<file path="config.mk">
export PLATFORM = sky130hd
export DESIGN_NAME = alu6
export DESIGN_NICKNAME = d
export VERILOG_FILES = /design/src/rtl/alu6.sv
export SDC_FILE = /design/constraint.sdc
export NUM_CORES = 1
export LEC_CHECK = 0
export ABC_AREA = 1
export CAP_MARGIN = 20
export CELL_PAD_IN_SITES_DETAIL_PLACEMENT = 1
export CELL_PAD_IN_SITES_GLOBAL_PLACEMENT = 2
export CORE_UTILIZATION = 24
export DETAILED_ROUTE_END_ITERATION = 8
export GPL_ROUTABILITY_DRIVEN = 1
export PLACE_DENSITY = 0.81
export SYNTH_ARGS = -nofsm -noshare
export SYNTH_HDL_FRONTEND = slang
export SYNTH_SLANG_ARGS = --single-unit
export TNS_END_PERCENT = 5
</file>
<file path="constraint.sdc">
create_clock -name clk -period 0.8 [get_ports clk]
set_input_delay 0.24 -clock clk [delete_from_list [all_inputs] [get_ports clk]]
set_output_delay 0.24 -clock clk [all_outputs]
set_load 0.01 [all_outputs]
</file>
<file path="src/rtl/alu6.sv">
`default_nettype none
// +--------------------------------------------------------------------------+
// | alu6 : registered two-operand ALU (add/sub/and/or) with Z/N/C/V flags     |
// | rev 1.0                                                                   |
// +--------------------------------------------------------------------------+
module alu6 #(
  parameter int WIDTH = 6
) (
  input  logic             clk,
  input  logic             rst,
  input  logic [WIDTH-1:0] a,
  input  logic [WIDTH-1:0] b,
  input  logic [1:0]       m,
  input  logic             in_valid,
  output logic [WIDTH-1:0] s,
  output logic             z,
  output logic             n,
  output logic             c,
  output logic             v,
  output logic             out_valid
);

  localparam logic [1:0] OP_ADD = 2'b00;
  localparam logic [1:0] OP_SUB = 2'b01;
  localparam logic [1:0] OP_AND = 2'b10;
  localparam logic [1:0] OP_OR  = 2'b11;
  localparam int         MSB    = WIDTH - 1;

  logic [WIDTH-1:0] s_q, s_d;
  logic             z_q, z_d;
  logic             n_q, n_d;
  logic             c_q, c_d;
  logic             v_q, v_d;
  logic             out_valid_q, out_valid_d;

  logic             is_sub;
  logic [WIDTH-1:0] b_op;
  logic [WIDTH:0]   sum_ext;
  logic [WIDTH-1:0] result;
  logic             carry_flag;
  logic             ovf_flag;

  // Shared adder: subtraction is a + ~b + 1, so the carry-in doubles as the sub select.
  always_comb begin
    is_sub  = (m == OP_SUB);
    b_op    = is_sub ? ~b : b;
    sum_ext = {1'b0, a} + {1'b0, b_op} + {{WIDTH{1'b0}}, is_sub};
  end

  always_comb begin
    result     = '0;
    carry_flag = 1'b0;
    ovf_flag   = 1'b0;
    case (m)
      OP_ADD: begin
        result     = sum_ext[WIDTH-1:0];
        carry_flag = sum_ext[WIDTH];
        ovf_flag   = (a[MSB] == b_op[MSB]) && (result[MSB] != a[MSB]);
      end
      OP_SUB: begin
        result     = sum_ext[WIDTH-1:0];
        // No carry out of a + ~b + 1 means a < b, i.e. a borrow.
        carry_flag = ~sum_ext[WIDTH];
        ovf_flag   = (a[MSB] == b_op[MSB]) && (result[MSB] != a[MSB]);
      end
      OP_AND: result = a & b;
      OP_OR:  result = a | b;
      default: result = '0;
    endcase
  end

  always_comb begin
    s_d         = s_q;
    z_d         = z_q;
    n_d         = n_q;
    c_d         = c_q;
    v_d         = v_q;
    out_valid_d = in_valid;
    if (in_valid) begin
      s_d = result;
      z_d = (result == '0);
      n_d = result[MSB];
      c_d = carry_flag;
      v_d = ovf_flag;
    end
  end

  always_ff @(posedge clk or posedge rst) begin
    if (rst) begin
      s_q         <= '0;
      z_q         <= 1'b0;
      n_q         <= 1'b0;
      c_q         <= 1'b0;
      v_q         <= 1'b0;
      out_valid_q <= 1'b0;
    end else begin
      s_q         <= s_d;
      z_q         <= z_d;
      n_q         <= n_d;
      c_q         <= c_d;
      v_q         <= v_d;
      out_valid_q <= out_valid_d;
    end
  end

  assign s         = s_q;
  assign z         = z_q;
  assign n         = n_q;
  assign c         = c_q;
  assign v         = v_q;
  assign out_valid = out_valid_q;

endmodule
`default_nettype wire

</file>
==> metrics.md <==
| Metric | Value |
|---|---|
| Router iterations before antenna repair | 4 |
| Worst Tran Pin Value | 373 ps |
| Gate power share | 51.6% |
| Clk sinks | 10 |
| Drt via density | 4.64 |
| Leakage power | 0.985 nW |
| Placed insts | 251 |
| Fin cells | 265 |
| Nets@finish | 243 |
| Clk buf depth | 2 |
| Netlist cell types | 20 |
| Pwr Density | 1390 mW/mm^2 |
| Outcome | finished, violations left |
| CP Launch Type | primary input |
| Most frequent cell after synthesis | nand2_1 |
| Max Cap Viol | 0 |
| Total GRT Usage | 17.7% |
| Die ar. | 0.00417 mm^2 |
| Sequential Power Share | 23.4% |
| Violated checks | setup timing |
| Clock power frac | 25.0% |
| Largest net degree at the start of global routing | 11 |
| Post-synth top area cell | dfrtp_1 |
| WS Path Type | primary input to flip-flop |
| Worst setup margin | -917 ps |
| Core area | 0.00372 mm^2 |
| Sequential area share after synthesis | 26.6% |
| RSZ-0062 raised after global routing | yes |
| First-pass GRT wire length | 5.66 mm |
| TritonCTS clock tree | done |
| FF+latch count, synth | 10 |
| CP Max Fanout | 6 |
| Min-delay worst type | primary input to asynchronous set/reset pin |
| Ports | 28 |
| Synth warnings | 0 |
| Diodes inserted | 0 |
| Total Routed Length | 4.06 mm |
| Setup TNS | -8560 ps |
| Top cells by count, synth | nand2_1 (44), inv_1 (24), nor2_1 (11), dfrtp_1 (10), nand3_1 (9) |
| Height of the die | 64.6 um |
| Vias in the first global route | 1291 |
| Reg2Reg Setup Slack | 40 ps |
| Finished Core Util | 49.9% |
| DRT antenna net count | 0 |
| Vias | 1229 |
| Sw Pwr | 0.914 mW |
| Die Span X | 64.6 um |
| Initial antenna violation count | 0 |
| Number of synthesized flops with an enable pin | 0 |
| Iter 0 DRT Violations | 38 |
| Hold_buf cts | 0 |
| Post-route minimum period | 1720 ps |
| Sw frac | 35.5% |
| Largest cells by area after synthesis | dfrtp_1 (27%), nand2_1 (18%), inv_1 (9.6%), ha_1 (9.3%), nand3_1 (4.8%) |
| PortBufs | 27 |
| Slew Limit Fails | 0 |
| Clock slew at reported path FFs | 50 ps |
| Post-Syn Instances | 142 |
| Main synth FF type | dfrtp_1 |
| FP Rows | 22 |
| Post-synth top area share | 26.6% |
| Grt total ovfl | 0 |
| Area Growth Syn to Fin | 97.5% |
| Htree depth | 1 |
| Post-route DRC | 0 |
| Synthesized cell area | 940 um^2 |
| Internal | 1.66 mW |
| Mapped Nets | 167 |
| Placer congestion estimate | 0.790 |
| Setup-failing EPs final | 21 |
| WP data arrival | 1890 ps |
| Share of flip-flops with an asynchronous set or reset | 100% |
| Crit. End Element | flip-flop |
| Peak VDD IR | 0.434 mV |
| Slew Limit Headroom | 75.0% |
| Clk Latency, worst-skew pair | 240 ps |
| Setup Skew | 0 ps |
| Critical Path RT | 970 ps |
| Final hold violation count | 0 |
| Root Driver | clkbuf_8 |
| Hpwl dp | 2.68 mm |
| Syn Area/Cell | 6.62 um^2 |
| Share of the clock period used by the worst path | 215% |
| Max Clock Freq | 0.582 GHz |
| Routed len/inst | 15.3 um |
| Layout cell share with drive strength beyond 1 | 53.9% |
| Starting density of the core | 25.3% |
| Inserted Clock Buffers | 3 |
==> per-layer routing <==
metal,GRT usage (%),part of all wire (%),up-vias,wire length [um]
met3,2.64,2.9,18,116
met1,18.3,38,576,1550
met2,34.6,53,39,2150
li1,-,-,596,-
met4,7.50,5.9,0,238
met5,0,0,-,0
==> power by group through the flow <==
| stage | Combinational, mW | Clock (mW) | Sequential [mW] |
|---|---|---|---|
| detailed placement | 1.04 | 0 | 0.613 |
| floorplan | 0.445 | 0 | 0.640 |
| global route | 1.44 | 0.681 | 0.610 |
| finish | 1.33 | 0.644 | 0.604 |
| CTS | 1.13 | 0.643 | 0.605 |
| global placement | 1.01 | 0 | 0.609 |
==> metrics by stage <==
stage | cell area (um^2) | setup WS, ps | power (mW) | hold slack, ps
final | 1860 | -917 | 2.58 | 309
after global routing | 1860 | -983 | 2.74 | 334
after CTS | 1720 | -907 | 2.38 | 315
after detailed placement | 1570 | -1660 | 1.65 | 495
after global placement | 1570 | -1520 | 1.62 | 464
after floorplan | 965 | -814 | 1.09 | 80.2
==> worst paths after layout <==
check,start,to,cells after the start
max,m[1],z$_DFFE_PP0P_,16
min,rst,s[5]$_DFFE_PP0P_,3
max reg2reg,s[5]$_DFFE_PP0P_,s[5]$_DFFE_PP0P_,3
min reg2reg,s[0]$_DFFE_PP0P_,s[0]$_DFFE_PP0P_,2
max in group asynchronous,rst,s[0]$_DFFE_PP0P_,3
min in group clk,m[1],c$_DFFE_PP0P_,5
==> cells in the final DEF (no fill, tap or decap), types with 5 or more instances in the layout <==
master and n:
inv_2 6, buf_2 11, ha_4 5, nand3_2 7, a31oi_1 5, nand2_1 30, inv_1 18, nand2_2 15
nor2_1 10, buf_4 44, dfrtp_1 10
==> cell type report <==
cell class	instances	area, um^2
clock buffer	4	55.1
fill	465	1860
inverter	25	101
multi-input combinational	105	800
sequential	10	250
tap	48	60.1
timing repair buffer	73	589
==> sequential cells by signal, summed over array words and instances (netlist names) <==
signal / cells
out_valid: 1
c: 1
v: 1
s: 6
z: 1
==> timing repair <==
action / CTS / global route
gates resized for setup: 92 / 31
pin swaps: 23 / 23
endpoints found under the setup margin: 20 / 20
setup buffers: 9 / 1
==> worst max-delay path, cell delays in order <==
cell     delay (ps)
buf_8           110
inv_8            50
nand2_8          90
buf_12          140
nand2_4          50
nand2_2          50
fa_2            330
inv_2            90
nand3_2         100
nand3_1         110
nand3_1         120
nand2_2         100
nand2_1          50
nor2_1          110
nand2_1          70
nand2_1          80
==> cells by family after synthesis <==
family	after synthesis	share of synthesized area (%)
AO/OA/AOI/OAI	18	10.3
XOR/XNOR	5	4.66
adder cells (fa/ha/maj)	8	11.5
buffers and inverters	27	11.3
flip-flops	10	26.6
AND/OR/NAND/NOR	74	35.7
No activity file was read; power rests on OpenSTA's default activity.
